`src/rtl/cmp_arb_pkg.sv`:
```
// Shared types and default sizing for the round-robin compare arbiter.
// Used by cmp_core and cmp_arbiter (CMP_ARB_SIGNED_EN selects signed less-than in cmp_core).
package cmp_arb_pkg;

    localparam int CMP_N_REQ = 4;
    localparam int CMP_WIDTH = 32;

    typedef enum logic [1:0] {
        IDLE = 2'd0,
        EXEC = 2'd1,
        RESP = 2'd2
    } cmp_state_e;

endpackage

```
`src/rtl/cmp_core.sv`:
```
// Combinational subtract-based magnitude/equality comparator.
// CMP_ARB_SIGNED_EN defined: two's-complement less-than; undefined: unsigned less-than.
module cmp_core
    import cmp_arb_pkg::*;
#(
    parameter int WIDTH = CMP_WIDTH
) (
    input  logic [WIDTH-1:0] a,
    input  logic [WIDTH-1:0] b,
    output logic             eq,
    output logic             lt
);

    logic [WIDTH:0] diff;

    assign diff = {1'b0, a} - {1'b0, b};
    assign eq   = (diff[WIDTH-1:0] == '0);

`ifdef CMP_ARB_SIGNED_EN
    logic sign;
    logic ovf;

    // Overflow only when operand signs differ and the result sign disagrees with A.
    assign sign = diff[WIDTH-1];
    assign ovf  = (a[WIDTH-1] ^ b[WIDTH-1]) & (a[WIDTH-1] ^ sign);
    assign lt   = sign ^ ovf;
`else
    assign lt   = diff[WIDTH];
`endif

endmodule

```
`src/rtl/cmp_arbiter.sv`:
```
// Round-robin arbiter sharing one registered compare stage between N_REQ requesters.
// Less-than flavour is chosen inside cmp_core by CMP_ARB_SIGNED_EN.
module cmp_arbiter
    import cmp_arb_pkg::*;
#(
    parameter int N_REQ = CMP_N_REQ,
    parameter int WIDTH = CMP_WIDTH,
    parameter int ID_W  = $clog2(N_REQ)
) (
    input  logic                   clk,
    input  logic                   rst_n,
    input  logic [N_REQ-1:0]       req_valid,
    output logic [N_REQ-1:0]       req_ready,
    input  logic [N_REQ*WIDTH-1:0] req_a,
    input  logic [N_REQ*WIDTH-1:0] req_b,
    output logic                   rsp_valid,
    input  logic                   rsp_ready,
    output logic [ID_W-1:0]        rsp_id,
    output logic                   rsp_eq,
    output logic                   rsp_lt,
    output logic                   busy
);

    // Handshakes: a transfer happens on a rising edge where valid && ready.
    // Requesters hold valid (operands may change) until accepted; req_ready never
    // depends on rsp_ready, and rsp_* stay stable while rsp_valid && !rsp_ready.

    cmp_state_e         state;
    cmp_state_e         state_next;
    logic [ID_W-1:0]    rr_ptr;
    logic [ID_W-1:0]    id_q;
    logic [ID_W-1:0]    grant_id;
    logic [ID_W:0]      scan;
    logic               grant_found;
    logic [N_REQ-1:0]   grant_oh;
    logic               accept;
    logic [WIDTH-1:0]   a_arr [N_REQ];
    logic [WIDTH-1:0]   b_arr [N_REQ];
    logic [WIDTH-1:0]   a_q;
    logic [WIDTH-1:0]   b_q;
    logic               core_eq;
    logic               core_lt;
    logic               eq_q;
    logic               lt_q;

    for (genvar k = 0; k < N_REQ; k++) begin : g_unpack
        assign a_arr[k] = req_a[k*WIDTH +: WIDTH];
        assign b_arr[k] = req_b[k*WIDTH +: WIDTH];
    end

    // Scan upward from rr_ptr, wrapping modulo N_REQ; first valid index wins.
    always_comb begin
        grant_found = 1'b0;
        grant_id    = '0;
        grant_oh    = '0;
        scan        = '0;
        for (int i = 0; i < N_REQ; i++) begin
            scan = {1'b0, rr_ptr} + (ID_W+1)'(i);
            if (scan >= (ID_W+1)'(N_REQ)) begin
                scan = scan - (ID_W+1)'(N_REQ);
            end
            if (!grant_found && req_valid[scan[ID_W-1:0]]) begin
                grant_found = 1'b1;
                grant_id    = scan[ID_W-1:0];
            end
        end
        grant_oh[grant_id] = grant_found;
    end

    always_ff @(posedge clk or negedge rst_n) begin
        if (!rst_n) begin
            state <= IDLE;
        end else begin
            state <= state_next;
        end
    end

    always_comb begin
        state_next = state;
        accept     = 1'b0;
        req_ready  = '0;
        rsp_valid  = 1'b0;
        busy       = (state != IDLE);
        case (state)
            IDLE: begin
                // Ready is masked while reset is held so nothing appears accepted.
                if (grant_found && rst_n) begin
                    accept     = 1'b1;
                    req_ready  = grant_oh;
                    state_next = EXEC;
                end
            end
            EXEC: begin
                state_next = RESP;
            end
            RESP: begin
                rsp_valid = 1'b1;
                if (rsp_ready) begin
                    state_next = IDLE;
                end
            end
            default: begin
                state_next = IDLE;
            end
        endcase
    end

    cmp_core #(
        .WIDTH (WIDTH)
    ) u_core (
        .a  (a_q),
        .b  (b_q),
        .eq (core_eq),
        .lt (core_lt)
    );

    always_ff @(posedge clk or negedge rst_n) begin
        if (!rst_n) begin
            rr_ptr <= '0;
            id_q   <= '0;
            a_q    <= '0;
            b_q    <= '0;
            eq_q   <= 1'b0;
            lt_q   <= 1'b0;
        end else begin
            if (accept) begin
                a_q    <= a_arr[grant_id];
                b_q    <= b_arr[grant_id];
                id_q   <= grant_id;
                rr_ptr <= (grant_id == ID_W'(N_REQ-1)) ? '0 : grant_id + ID_W'(1);
            end
            if (state == EXEC) begin
                eq_q <= core_eq;
                lt_q <= core_lt;
            end
        end
    end

    assign rsp_id = id_q;
    assign rsp_eq = eq_q;
    assign rsp_lt = lt_q;

endmodule

```
`config.mk`:
```
export PLATFORM = sky130hd
export DESIGN_NAME = cmp_arbiter
export DESIGN_NICKNAME = d
export VERILOG_FILES = /design/src/rtl/cmp_arb_pkg.sv /design/src/rtl/cmp_core.sv /design/src/rtl/cmp_arbiter.sv
export SDC_FILE = /design/constraint.sdc
export NUM_CORES = 1
export LEC_CHECK = 0
export CAP_MARGIN = 20
export CELL_PAD_IN_SITES_DETAIL_PLACEMENT = 0
export CELL_PAD_IN_SITES_GLOBAL_PLACEMENT = 2
export CORE_UTILIZATION = 21
export CTS_CLUSTER_SIZE = 10
export DETAILED_ROUTE_END_ITERATION = 16
export GPL_TIMING_DRIVEN = 0
export PLACE_DENSITY = 0.76
export SYNTH_ARGS = -nofsm -noshare
export SYNTH_HDL_FRONTEND = slang
export SYNTH_HIERARCHICAL = 1
export SYNTH_SLANG_ARGS = --single-unit
```
`constraint.sdc`:
```
create_clock -name clk -period 3.4 [get_ports clk]
set_input_delay 0.51 -clock clk [delete_from_list [all_inputs] [get_ports clk]]
set_output_delay 0.51 -clock clk [all_outputs]
set_load 0.01 [all_outputs]
```
**Yosys cells after proc, flatten, opt, wreduce, memory -nomap -nowiden**

Cells that the tools add are included.

- Bits of input ports: 263
- Output and inout bits: 10
- Word-level logic and storage cells: 83
- Bits in registers: 72

- Add/subtract/negate cells: 9
- Bitwise gates (word level): 2
- Equal/unequal tests: 5
- Reductions and logical operators: 12
- Mux-type cells: 37
- Magnitude comparators: 11

Operators with widths:

| kind | number |
|---|---|
| binary-select mux 32 bit (select 2 bit) | 2 |
| two-way mux 32 bit | 4 |
| subtractor 32 x 32 -> 33 bit | 1 |
| logical NOT 32 bit | 1 |
| two-way mux 2 bit | 11 |
| less-than comparator 2 x 3 -> 1 bit, second input constant | 5 |
| greater-or-equal comparator 3 bit, second input constant | 4 |
| two-way mux 1 bit | 12 |
| binary-select mux 1 bit (select 2 bit) | 4 |
| two-way mux 4 bit | 2 |
| subtractor 2 x 1 -> 2 bit, second input constant | 4 |
| adder 2 x 2 -> 3 bit, second input constant | 2 |
| case mux 2 bit (3 select lines) | 1 |
| logical AND 1 bit | 5 |
| bitwise AND 4 bit | 1 |
| equality test 2 bit, second input constant | 2 |
| inequality test 2 bit, second input constant | 2 |
| adder 2 x 1 -> 3 bit, second input constant | 1 |
| greater-or-equal comparator 2 x 3 -> 1 bit, second input constant | 1 |
| logical NOT 1 bit | 3 |
| inverter 2 -> 3 bit | 1 |
| adder 2 x 1 -> 2 bit, second input constant | 1 |
| demux 1 bit (select 2 bit) | 1 |
| equality test 2 x 1 -> 1 bit, second input constant | 1 |
| other kinds (4) | 4 |

**Depth between registers and ports, before layout**

Gate-level depths: netlist of run 1.

- Word-level depth: 21
- Gate-level depth with buffers: 14

**Hierarchy**

The synthesis of run 1 kept the hierarchy.

By module, submodules not included:

| module | sequential area each (sq um) | area each (sq um) | cells each | instances |
|---|---|---|---|---|
| cmp_arbiter | 1801.7 | 4521.8 | 526 | 1 |
| cmp_core | 0.0 | 2011.9 | 302 | 1 |

**Worst setup path after synthesis of run 1**

Ideal clock, no wire load.

- Path kind: register to register
- Start point: reg a_q[0]
- End point: reg eq_q (netlist: rsp_eq)
- Arrival: 3.327 ns
- Stages on the path, launching flop included: 15
- Period minus slack after synthesis: 3.392 ns
- Setup time: 0.065 ns
- Slack: 0.008 ns
- Cell sequence: dfrtp_1 > inv_1 > ha_1 > fa_1 > nand2_1 > a221o_1 > nor4_2 > o2111ai_1 > or4_4 > nor4b_2 > nand4_1 > nor4_2 > o311ai_1 > nor4_2 > mux2_2

- Cells in the longest elaborated chain, start to end: 2

RTL lines:

| element | line | text |
|---|---|---|
| start: declaration | cmp_arbiter.sv:39 | `logic [WIDTH-1:0] a_q;` |
| start signal: assignment | cmp_arbiter.sv:127 | `a_q <= a_arr[grant_id];` |
| subtractor 32 x 32 -> 33 bit | cmp_core.sv:16 | `assign diff = {1'b0, a} - {1'b0, b};` |
| logical NOT 32 bit | cmp_core.sv:17 | `assign eq = (diff[WIDTH-1:0] == '0);` |
| via core_eq | cmp_arbiter.sv:41 | `logic core_eq;` |
| end signal: assignment | cmp_arbiter.sv:133 | `eq_q <= core_eq;` |
| end: declaration | cmp_arbiter.sv:43 | `logic eq_q;` |

The timed path passes the listed nets, and every way through them passes these cells.
A chain may end at the register's enable or synchronous reset.

**Worst setup path in the final report of run 1**

- Start point: reg b_q[0]
- End point: reg eq_q (netlist: rsp_eq)

- Cells in the longest elaborated chain, start to end: 2

RTL lines:

| element | line | text |
|---|---|---|
| start: declaration | cmp_arbiter.sv:40 | `logic [WIDTH-1:0] b_q;` |
| start signal: assignment | cmp_arbiter.sv:128 | `b_q <= b_arr[grant_id];` |
| subtractor 32 x 32 -> 33 bit | cmp_core.sv:16 |  |
| logical NOT 32 bit | cmp_core.sv:17 |  |
| via core_eq | cmp_arbiter.sv:41 |  |

The timed path passes the listed nets, and every way through them passes these cells.

==> results of run 1 <==
-- layer usage --
metal | track usage [%] | share of wire (%)
met1 | 23.20 | 43
met2 | 31.69 | 49
met3 | 4.305 | 5.6
met4 | 5.332 | 2.2
met5 | 0 | 0
-- final cells by class --
cell class                 instances  area (um^2)
buffer                            64        314.1
clock buffer                       9        225.2
clock inverter                     7        103.9
fill                            3294        20370
inverter                          51        191.4
multi-input combinational        635         4314
sequential                        72         1802
tap                              396        495.5
timing repair buffer             276         2774
-- report_power, final --
group | total (mW) | internal, mW | switching [mW] | leakage (nW)
logic | 6.30 | 2.66 | 3.64 | 3.25
clock network | 1.09 | 0.652 | 0.434 | 0.154
registers | 1.61 | 1.27 | 0.344 | 0.856
-- state kept, by name, summed over array words and instances (netlist names) --
name and count:
a_q 32, b_q 32, rr_ptr 2, rsp_id 2, state 2, rsp_eq 1, rsp_lt 1
-- cell families after synthesis --
| group | after synthesis | share of synthesized area, % |
|---|---|---|
| xor gates and xnor gates | 13 | 1.743 |
| and+or+nand+nor | 267 | 20.16 |
| muxes | 11 | 1.762 |
| AOI/OAI and AO/OA | 310 | 34.36 |
| adders and majority gates | 34 | 6.626 |
| buffers and inverters | 121 | 7.775 |
| DFF | 72 | 27.58 |
-- repair_timing --
item                                    in CTS  in global routing
pin swaps                                   10                  0
setup buffers                                3                  0
endpoints found under the setup margin       5                  3
gates resized for setup                     23                  7
-- layout by cell type (no fill, tap or decap), drive strengths merged, types with 8 or more instances in the layout --
cell type      instances
clkdlybuf4s50        268
o21bai                 8
clkbuf                48
o21ai                 55
and3                  35
o21a                   8
nand2                 86
a32o                  34
nand3                 40
nor2                  59
dfrtp                 72
nand2b                 9
inv                   53
buf                   30
a211o                 34
nor3                  11
a211oi                35
ha                    33
a311oi                33
a21oi                 63
-- through the flow --
step	instances	hold WS (ns)	util (%)	worst slack (ns)	power [mW]
detailed placement	1497	0.3842	31.96	-0.6349	7.713
floorplan	828	0.2144	-	0.008331	5.803
global placement	1496	0.4623	31.88	-3.366	7.730
global route	1510	0.02406	33.41	-0.3775	9.802
CTS	1513	0.003978	33.38	-0.2564	9.018
finish	1510	0.01297	33.41	-0.2090	9.000
-- critical path, delay by kind of cell (launching register included) --
| kind | cells | cell delay (ns) |
|---|---|---|
| AND/OR/NAND/NOR | 7 | 1.60 |
| adder cells (fa/ha/maj) | 2 | 0.72 |
| multiplexers | 1 | 0.18 |
| flip-flops | 1 | 0.41 |
| AO/OA/AOI/OAI | 3 | 0.64 |
-- worst paths after layout --
check	startpoint	end	slack [ns]	depth (start not counted)
max reg2reg	b_q[0]	rsp_eq	-0.21	13
max	b_q[0]	rsp_eq	-0.21	13
min reg2reg	rsp_id[1]	rsp_id[1]	0.51	1
max in group asynchronous	rst_n	a_q[5]	2.77	2
min in group clk	rsp_id[1]	rsp_id[1]	0.51	1
min	rst_n	b_q[13]	0.01	1
==> summary.txt, run 1 <==
Setup path
  • CP Launch Type: flip-flop
  • Critical path class: reg -> reg
  • CP Max Fanout: 2
  • Largest stage delay on the critical path: 0.54 ns
  • Most Frequent Cell on Critical Path: nor4_2
  • Critical-path cell list: ha_4 -> fa_2 -> nand2_4 -> a221o_1 -> nor4_4 -> o2111ai_1 -> or4_4 -> nor4b_4 -> nand4_1 -> nor4_2 -> o311ai_2 -> nor4_2 -> mux2_4
  • Slowest-stage cell, CP: fa_2
  • Arrival time worst endpoint: 3.90 ns
  • Critical path data required time: 3.69 ns
  • CP Capture Type: flip-flop

CTS
  • Clk sinks: 72
  • CTS root buffer: clkbuf_16
  • # hold bufs at CTS: 0
  • Clk_lat worst skew: 0.35 ns
  • CTS clk-pin slew, worst paths: 0.06 ns
  • TritonCTS Buffers: 9
  • H-tree depth: 3
  • CTS tree: yes
  • Maximum root-to-sink buffer count: 2

Die
  • Die area: 0.03182 mm^2
  • Die Height: 178.4 um
  • Core area: 0.03059 mm^2
  • Ports: 273
  • Core Rows: 64
  • DIE WIDTH: 178.4 um
  • Initial Utilization: 21.36%

Timing
  • Setup TNS: -0.2090 ns
  • RSZ-0062 raised after global routing: true
  • Setup violations, final: 1
  • Fin crit period: 3.609 ns
  • Pins Over Slew Limit: 0
  • Period utilisation layout: 106.1%
  • Fmax: 0.2771 GHz
  • Hold Vio Cnt, Final: 0
  • Worst-Margin Slew: 0.8547 ns
  • Max_slew headroom: 43.02%
  • Final WS setup: -0.2090 ns
  • Clk_skew: 0.006915 ns

Place
  • Post-DP Area: 0.009777 mm^2
  • Final GP Congestion: 0.8543
  • Port bufs: 272
  • Detailed-placement wirelength estimate: 24,200 um

Synthesis
  • Cell with the most instances after synthesis: nand2_1
  • Syn Inst Count: 828
  • Main synth FF type: dfrtp_1
  • Post-synthesis async set-or-reset flop share: 100.0%
  • Post-synthesis sequential area ratio: 27.58%
  • Most common library cells after synthesis: nand2_1 (84), dfrtp_1 (72), a21oi_1 (63)
  • Post-synth top area cell: dfrtp_1
  • Yosys top cell area share: 27.58%
  • Number of synthesized flops with an enable pin: 0
  • Post-synthesis instance area: 0.006534 mm^2
  • FF+latch count, synth: 72
  • Yosys cell types: 67
  • Syn nets: 1,125
  • Post-Syn Area per Cell: 7.891 um^2
  • Synth Warn #: 6
  • Top post-synthesis cells by area: dfrtp_1 (28%), ha_1 (6.3%), a32o_1 (5.2%), a21oi_1 (4.8%), nand2_1 (4.8%)

Drt
  • Post-route ant nets: 0
  • Post-route DRC: 0
  • DRT iter0 DRCs: 353
  • Drt wl/cell: 19.60 um
  • Drt pass-1 iters: 5
  • Post-Route WL: 29,590 um
  • Vias: 7,406
  • Via density per instance: 4.905

GRT
  • First-pass GRT wire length: 44,260 um
  • Vias in the first global route: 7,648
  • Tot GR Track Use: 18.60%
  • Largest net degree at the start of global routing: 62
  • Initial antenna violation count: 0
  • GRT overflow: 0

Hold path
  • Hold WC Path Type: in -> async

Status
  • Status: complete, but fails checks
  • Failing checks: setup timing

Final layout
  • Post-layout net count: 1,406
  • Post-route cell area: 0.01022 mm^2
  • Layout cell share with drive strength beyond 1: 6.822%
  • Area Growth Syn to Fin: 56.42%
  • Antenna Cells: 0

Power
  • Leakage power: 4.260 nW
  • PwrDens: 880.7 mW/mm^2
  • Peak VDD IR: 0.3184 mV

Job
  • Maxcap violations: 0
Note: power is estimated with default switching activity, not from simulation.
==> run 2: changes to the inputs <==
--- a/config.mk
+++ b/config.mk
@@ -7,12 +7,13 @@
 export LEC_CHECK = 0
 export CAP_MARGIN = 20
 export CELL_PAD_IN_SITES_DETAIL_PLACEMENT = 0
-export CELL_PAD_IN_SITES_GLOBAL_PLACEMENT = 2
-export CORE_UTILIZATION = 21
+export CELL_PAD_IN_SITES_GLOBAL_PLACEMENT = 1
+export CORE_UTILIZATION = 28
+export CTS_CLUSTER_DIAMETER = 200
 export CTS_CLUSTER_SIZE = 10
 export DETAILED_ROUTE_END_ITERATION = 16
 export GPL_TIMING_DRIVEN = 0
-export PLACE_DENSITY = 0.76
+export PLACE_DENSITY = 0.77
 export SYNTH_ARGS = -nofsm -noshare
 export SYNTH_HDL_FRONTEND = slang
 export SYNTH_HIERARCHICAL = 1
==> run 2 against run 1 <==
The flow still finishes with violations (setup timing). Critical path type unchanged. Flip-flop and latch count unchanged. Sequential power is essentially flat. Utilization is 11 points higher. Total power shrank 1.8%. First-iteration DRC count increased by 35%. Routed wire length is 7.6% lower. Largest cell class unchanged. Global-route usage increased by 4.1 points. Critical endpoint unchanged. Highest routed layer unchanged. Clock skew rose by 0.0030 ns. Register-to-register slack got worse by 0.12 ns. Worst setup slack worse by 0.12 ns.
==> summary.txt, run 2 (synthesized netlist as in run 1, its figures left out) <==
Setup path
  • Largest stage delay on the critical path: 0.55 ns (was 0.54 ns)
  • Critical-path cell list: inv_1 -> ha_2 -> fa_2 -> nand2_4 -> a221o_1 -> nor4_4 -> o2111ai_2 -> or4_4 -> nor4b_4 -> nand4_1 -> nor4_4 -> o311ai_2 -> nor4_2 -> mux2_4 (was ha_4 -> fa_2 -> nand2_4 -> a221o_1 -> nor4_4 -> o2111ai_1 -> or4_4 -> nor4b_4 -> nand4_1 -> nor4_2 -> o311ai_2 -> nor4_2 -> mux2_4)
  • Worst Path Buf+Inv: 1 (was 0)
  • CP Max Fanout: 2 (unchanged)
  • Slowest-stage cell, CP: fa_2 (unchanged)
  • Arrival time worst endpoint: 4.01 ns (was 3.90 ns)
  • Most Frequent Cell on Critical Path: nor4_4 (was nor4_2)
  • CP Launch Type: flip-flop (unchanged)
  • CP Capture Type: flip-flop (unchanged)
  • Critical path class: reg -> reg (unchanged)
  • Critical path data required time: 3.68 ns (was 3.69 ns)
  • CP top delay family: simple AND/OR/NAND/NOR gates (unchanged)

Drt
  • Post-route DRC: 0 (unchanged)
  • Post-Route WL: 27,330 um (was 29,590 um)
  • Via density per instance: 5.291 (was 4.905)
  • Drt pass-1 iters: 5 (unchanged)
  • Vias: 7,566 (was 7,406)
  • DRT iter0 DRCs: 476 (was 353)
  • Post-route ant nets: 0 (unchanged)
  • Drt wl/cell: 19.11 um (was 19.60 um)

CTS
  • Maximum root-to-sink buffer count: 2 (unchanged)
  • CTS root buffer: clkbuf_16 (unchanged)
  • TritonCTS Buffers: 9 (unchanged)
  • H-tree depth: 3 (unchanged)
  • CTS clk-pin slew, worst paths: 0.07 ns (was 0.06 ns)
  • Clk sinks: 72 (unchanged)
  • # hold bufs at CTS: 0 (unchanged)
  • Clk_lat worst skew: 0.35 ns (about the same)
  • CTS tree: yes (unchanged)

Final layout
  • Post-route insts no fill: 1,430 (was 1,510)
  • # fillers: 2,331 (was 3,294)
  • Most frequent cells in the layout: clkdlybuf4s50_1 (271), nand2_1 (83), dfrtp_1 (72) (was clkdlybuf4s50_1 (268), nand2_1 (83), dfrtp_1 (72))
  • Top flop regs: a_q (32), b_q (32) (unchanged)
  • Antenna Cells: 0 (unchanged)
  • Layout cell share with drive strength beyond 1: 6.625% (was 6.822%)
  • Post-layout net count: 1,409 (was 1,406)
  • Commonest non-fill, non-tap cell in the layout: clkdlybuf4s50_1 (unchanged)
  • Area Growth Syn to Fin: 54.60% (was 56.42%)
  • Post-route cell area: 0.01010 mm^2 (was 0.01022 mm^2)

Power
  • Tot Pwr: 8.843 mW (was 9.000 mW)
  • PwrDens: 875.4 mW/mm^2 (was 880.7 mW/mm^2)
  • Peak VDD IR: 0.3410 mV (was 0.3184 mV)
  • Leakage power: 4.230 nW (was 4.260 nW)

Place
  • Detailed-placement wirelength estimate: 22,250 um (was 24,200 um)
  • Port bufs: 272 (unchanged)
  • Post-DP Area: 0.009673 mm^2 (was 0.009777 mm^2)
  • Final GP Congestion: 0.9195 (was 0.8543)
  • Post-placement cell count: 1,414 (was 1,497)

Die
  • Core Rows: 55 (was 64)
  • DIE WIDTH: 154.8 um (was 178.4 um)
  • Core area: 0.02278 mm^2 (was 0.03059 mm^2)
  • Ports: 273 (unchanged)
  • Die Height: 154.8 um (was 178.4 um)
  • Die area: 0.02395 mm^2 (was 0.03182 mm^2)
  • Initial Utilization: 28.68% (was 21.36%)

Timing
  • RSZ-0062 raised after global routing: true (unchanged)
  • Setup TNS: -0.3285 ns (was -0.2090 ns)
  • Period utilisation layout: 109.7% (was 106.1%)
  • Fin crit period: 3.728 ns (was 3.609 ns)
  • Worst-Margin Slew: 0.8120 ns (was 0.8547 ns)
  • Max_slew headroom: 45.87% (was 43.02%)
  • Fmax: 0.2682 GHz (was 0.2771 GHz)
  • Clk_skew: 0.009945 ns (was 0.006915 ns)
  • Pins Over Slew Limit: 0 (unchanged)
  • Worst hold margin: 0.009559 ns (was 0.01297 ns)
  • Hold Vio Cnt, Final: 0 (unchanged)
  • Setup violations, final: 1 (unchanged)
  • Final WS setup: -0.3285 ns (was -0.2090 ns)

GRT
  • GRT overflow: 0 (unchanged)
  • Vias in the first global route: 7,597 (was 7,648)
  • Largest net degree at the start of global routing: 55 (was 62)
  • Tot GR Track Use: 22.73% (was 18.60%)
  • Initial antenna violation count: 0 (unchanged)
  • First-pass GRT wire length: 41,790 um (was 44,260 um)

Status
  • Failing checks: setup timing (unchanged)
  • Status: complete, but fails checks (unchanged)

Hold path
  • Hold WC Path Type: in -> async (unchanged)

Job
  • Maxcap violations: 0 (unchanged)
## run 2: changes by cell type in the layout (fill, tap and decap cells not counted), sizes merged
cell,delta
bufinv,-1
clkbuf,+4
clkdlybuf4s50,+3
clkinv,+1
dlygate4sd2,-1
dlymetal6s2s,-2
inv,-1
## run 2: path summary, 6_finish.rpt
kind | from | to | slack, ns | depth (start not counted)
min in group clk | rsp_id[1] | rsp_id[1] | 0.49 | 1
worst min register to register | rsp_id[1] | rsp_id[1] | 0.49 | 1
worst min-delay path | rst_n | a_q[12] | 0.01 | 1
worst max-delay path | a_q[0] | rsp_eq | -0.33 | 14
worst max register to register | a_q[0] | rsp_eq | -0.33 | 14
max in group asynchronous | rst_n | b_q[24] | 2.81 | 2
## run 2: repair_timing
item                                    4_1_cts  5_1_grt
pin swaps                                    11        1
endpoints found under the setup margin        5        5
buffers inserted                              4        0
gates resized for setup                      17       11
## run 2: layout make-up
type                       count  area (um^2)  area share, %
sequential                    72         1802          17.84
timing repair buffer         277         2781          27.54
inverter                      51        191.4          1.895
multi-input combinational    635         4318          42.75
clock buffer                  10        229.0          2.267
tap                          313        391.6          3.877
buffer                        66        320.3          3.171
clock inverter                 6        67.56         0.6689
## run 2: stage by stage
stage	util (%)	worst slack (ns)
3_3_place_gp	42.36	-3.186
5_1_grt	44.35	-0.5201
3_5_place_dp	42.47	-0.6115
2_1_floorplan	-	0.008331
4_1_cts	44.20	-0.3180
6_report	44.35	-0.3285
## run 2: report_power, final
group | switching [mW] | leakage [nW] | internal (mW)
registers | 0.332 | 0.856 | 1.27
clock network | 0.413 | 0.139 | 0.572
logic | 3.61 | 3.23 | 2.65
## run 2: routing by layer
| layer | wire length, um | global-route usage (%) |
|---|---|---|
| met1 | 11740 | 28.31 |
| met2 | 13190 | 38.85 |
| met3 | 1660 | 4.791 |
| met4 | 735 | 7.638 |
| met5 | 0 | 0 |
==> run 3: changes to the inputs <==
--- a/config.mk
+++ b/config.mk
@@ -9,11 +9,11 @@
 export CELL_PAD_IN_SITES_DETAIL_PLACEMENT = 0
 export CELL_PAD_IN_SITES_GLOBAL_PLACEMENT = 1
 export CORE_UTILIZATION = 28
-export CTS_CLUSTER_DIAMETER = 200
 export CTS_CLUSTER_SIZE = 10
 export DETAILED_ROUTE_END_ITERATION = 16
 export GPL_TIMING_DRIVEN = 0
 export PLACE_DENSITY = 0.77
+export SKIP_LAST_GASP = 1
 export SYNTH_ARGS = -nofsm -noshare
 export SYNTH_HDL_FRONTEND = slang
 export SYNTH_HIERARCHICAL = 1
==> run 3 against run 2 <==
The flow still finishes with violations (setup timing). Via count up 0.11%. Global-route usage did not move. Critical path type unchanged. Design area fell by 0.11%.
==> summary.txt, run 3 (synthesized netlist as in run 1, its figures left out) <==
GRT
  • GRT overflow: 0 (unchanged)
  • First-pass GRT wire length: 41,790 um (unchanged)
  • Vias in the first global route: 7,597 (unchanged)
  • Tot GR Track Use: 22.73% (unchanged)
  • Initial antenna violation count: 0 (unchanged)
  • Largest net degree at the start of global routing: 55 (unchanged)

Status
  • Failing checks: setup timing (unchanged)
  • Status: complete, but fails checks (unchanged)

CTS
  • TritonCTS Buffers: 9 (unchanged)
  • CTS clk-pin slew, worst paths: 0.07 ns (about the same)
  • H-tree depth: 3 (unchanged)
  • Clk sinks: 72 (unchanged)
  • # hold bufs at CTS: 0 (unchanged)
  • CTS tree: yes (unchanged)
  • CTS root buffer: clkbuf_16 (unchanged)
  • Clk_lat worst skew: 0.35 ns (about the same)
  • Maximum root-to-sink buffer count: 2 (unchanged)

Final layout
  • Area Growth Syn to Fin: 54.42% (was 54.60%)
  • Most frequent cells in the layout: clkdlybuf4s50_1 (271), nand2_1 (83), dfrtp_1 (72) (unchanged)
  • Layout cell share with drive strength beyond 1: 6.535% (was 6.625%)
  • Post-layout net count: 1,409 (unchanged)
  • # fillers: 2,333 (was 2,331)
  • Commonest non-fill, non-tap cell in the layout: clkdlybuf4s50_1 (unchanged)
  • Top flop regs: a_q (32), b_q (32) (unchanged)
  • Antenna Cells: 0 (unchanged)

Die
  • Core Rows: 55 (unchanged)
  • Ports: 273 (unchanged)
  • Die area: 0.02395 mm^2 (unchanged)
  • Die Height: 154.8 um (unchanged)
  • Initial Utilization: 28.68% (unchanged)
  • Core area: 0.02278 mm^2 (unchanged)
  • DIE WIDTH: 154.8 um (unchanged)

Power
  • P_sw: 4.327 mW (was 4.354 mW)
  • Internal power: 4.474 mW (was 4.489 mW)
  • Tot Pwr: 8.801 mW (was 8.843 mW)
  • Leakage power: 4.225 nW (was 4.230 nW)
  • Reg power frac: 18.2% (was 18.1%)
  • Clock power frac: 11.2% (was 11.1%)
  • PwrDens: 872.3 mW/mm^2 (was 875.4 mW/mm^2)
  • Peak VDD IR: 0.3408 mV (was 0.3410 mV)
  • Logic pwr share: 70.6% (was 70.8%)
  • Net Sw Frac: 49.17% (was 49.23%)

Drt
  • Drt pass-1 iters: 6 (was 5)
  • DRT iter0 DRCs: 474 (was 476)
  • Drt wl/cell: 19.10 um (was 19.11 um)
  • Via density per instance: 5.297 (was 5.291)
  • Post-route ant nets: 0 (unchanged)
  • Vias: 7,574 (was 7,566)
  • Post-route DRC: 0 (unchanged)
  • Post-Route WL: 27,310 um (was 27,330 um)

Timing
  • Clk_skew: 0.01055 ns (was 0.009945 ns)
  • Worst-Margin Slew: 0.8132 ns (was 0.8120 ns)
  • Max_slew headroom: 45.79% (was 45.87%)
  • Fin crit period: 3.701 ns (was 3.728 ns)
  • Period utilisation layout: 108.9% (was 109.7%)
  • Pins Over Slew Limit: 0 (unchanged)
  • Setup violations, final: 1 (unchanged)
  • Fmax: 0.2702 GHz (was 0.2682 GHz)
  • Setup TNS: -0.3011 ns (was -0.3285 ns)
  • RSZ-0062 raised after global routing: true (unchanged)
  • Final WS setup: -0.3011 ns (was -0.3285 ns)
  • Hold Vio Cnt, Final: 0 (unchanged)

Setup path
  • CP Capture Type: flip-flop (unchanged)
  • Critical-path cell list: inv_1 -> ha_2 -> fa_2 -> nand2_2 -> a221o_1 -> nor4_4 -> o2111ai_1 -> or4_4 -> nor4b_4 -> nand4_1 -> nor4_4 -> o311ai_2 -> nor4_2 -> mux2_4 (was inv_1 -> ha_2 -> fa_2 -> nand2_4 -> a221o_1 -> nor4_4 -> o2111ai_2 -> or4_4 -> nor4b_4 -> nand4_1 -> nor4_4 -> o311ai_2 -> nor4_2 -> mux2_4)
  • Most Frequent Cell on Critical Path: nor4_4 (unchanged)
  • Slowest-stage cell, CP: fa_2 (unchanged)
  • Critical path class: reg -> reg (unchanged)
  • Arrival time worst endpoint: 3.99 ns (was 4.01 ns)
  • Largest stage delay on the critical path: 0.53 ns (was 0.55 ns)
  • CP Launch Type: flip-flop (unchanged)
  • CP Max Fanout: 2 (unchanged)
  • Worst Path Buf+Inv: 1 (unchanged)
  • CP top delay family: simple AND/OR/NAND/NOR gates (unchanged)
  • Critical path data required time: 3.68 ns (about the same)

Place
  • Port bufs: 272 (unchanged)
  • Detailed-placement wirelength estimate: 22,250 um (unchanged)
  • Final GP Congestion: 0.9195 (unchanged)

Hold path
  • Hold WC Path Type: in -> async (unchanged)

Job
  • Maxcap violations: 0 (unchanged)
## run 3: stage by stage
| step | worst slack, ns | util, % | instances | hold slack, ns | area [um^2] |
|---|---|---|---|---|---|
| floorplan | 0.008331 | - | 828 | 0.2144 | 6534 |
| global placement | -3.186 | 42.36 | 1413 | 0.4599 | 9648 |
| detailed placement | -0.6115 | 42.47 | 1414 | 0.4406 | 9673 |
| CTS | -0.3180 | 44.20 | 1432 | 0.06115 | 10070 |
| global route | -0.5036 | 44.30 | 1430 | 0.02169 | 10090 |
| finish | -0.3011 | 44.30 | 1430 | 0.007850 | 10090 |
## run 3: cell type report
cell class | instances | area (um^2) | area share, %
inverter | 51 | 191.4 | 1.897
buffer | 66 | 320.3 | 3.175
multi-input combinational | 635 | 4307 | 42.68
clock buffer | 10 | 229.0 | 2.269
timing repair buffer | 277 | 2781 | 27.57
clock inverter | 6 | 67.56 | 0.6696
sequential | 72 | 1802 | 17.86
tap | 313 | 391.6 | 3.881
## run 3: timing repair
action / CTS / global route
resized for setup: 17 / 9
buffers inserted: 4 / 0
setup endpoints to repair: 5 / 5
pin swaps: 11 / 1
endpoints found under the hold margin: 0 / 0
## run 3: power groups by stage
stage	sequential [mW]	combinational (mW)	clock [mW]
after global routing	1.66	6.88	1.04
after floorplan	1.47	4.34	0
final	1.60	6.21	0.986
after CTS	1.60	6.15	1.00
after global placement	1.60	5.99	0
after detailed placement	1.61	5.99	0
## run 3: path summary, 6_finish.rpt
| check | start | slack [ns] | cells after the start | to |
|---|---|---|---|---|
| max | a_q[0] | -0.30 | 14 | rsp_eq |
| min in group clk | rsp_id[1] | 0.49 | 1 | rsp_id[1] |
| min | rst_n | 0.008 | 1 | a_q[12] |
| min reg2reg | rsp_id[1] | 0.49 | 1 | rsp_id[1] |
| max in group asynchronous | rst_n | 2.81 | 2 | b_q[24] |
| max reg2reg | a_q[0] | -0.30 | 14 | rsp_eq |
## run 3: worst reg2reg max path, cell delays in order, from the launching register on
cell and delay [ns]:
dfrtp_1 0.36, inv_1 0.05, ha_2 0.19, fa_2 0.53, nand2_2 0.08, a221o_1 0.31
nor4_4 0.19, o2111ai_1 0.16, or4_4 0.51, nor4b_4 0.27, nand4_1 0.18, nor4_4 0.28
o311ai_2 0.17, nor4_2 0.17, mux2_4 0.18
## run 3: layer usage
| metal | global-route usage, % | share of wire, % |
|---|---|---|
| met1 | 28.31 | 42 |
| met2 | 38.85 | 48 |
| met3 | 4.791 | 6.6 |
| met4 | 7.638 | 2.7 |
| met5 | 0 | 0 |
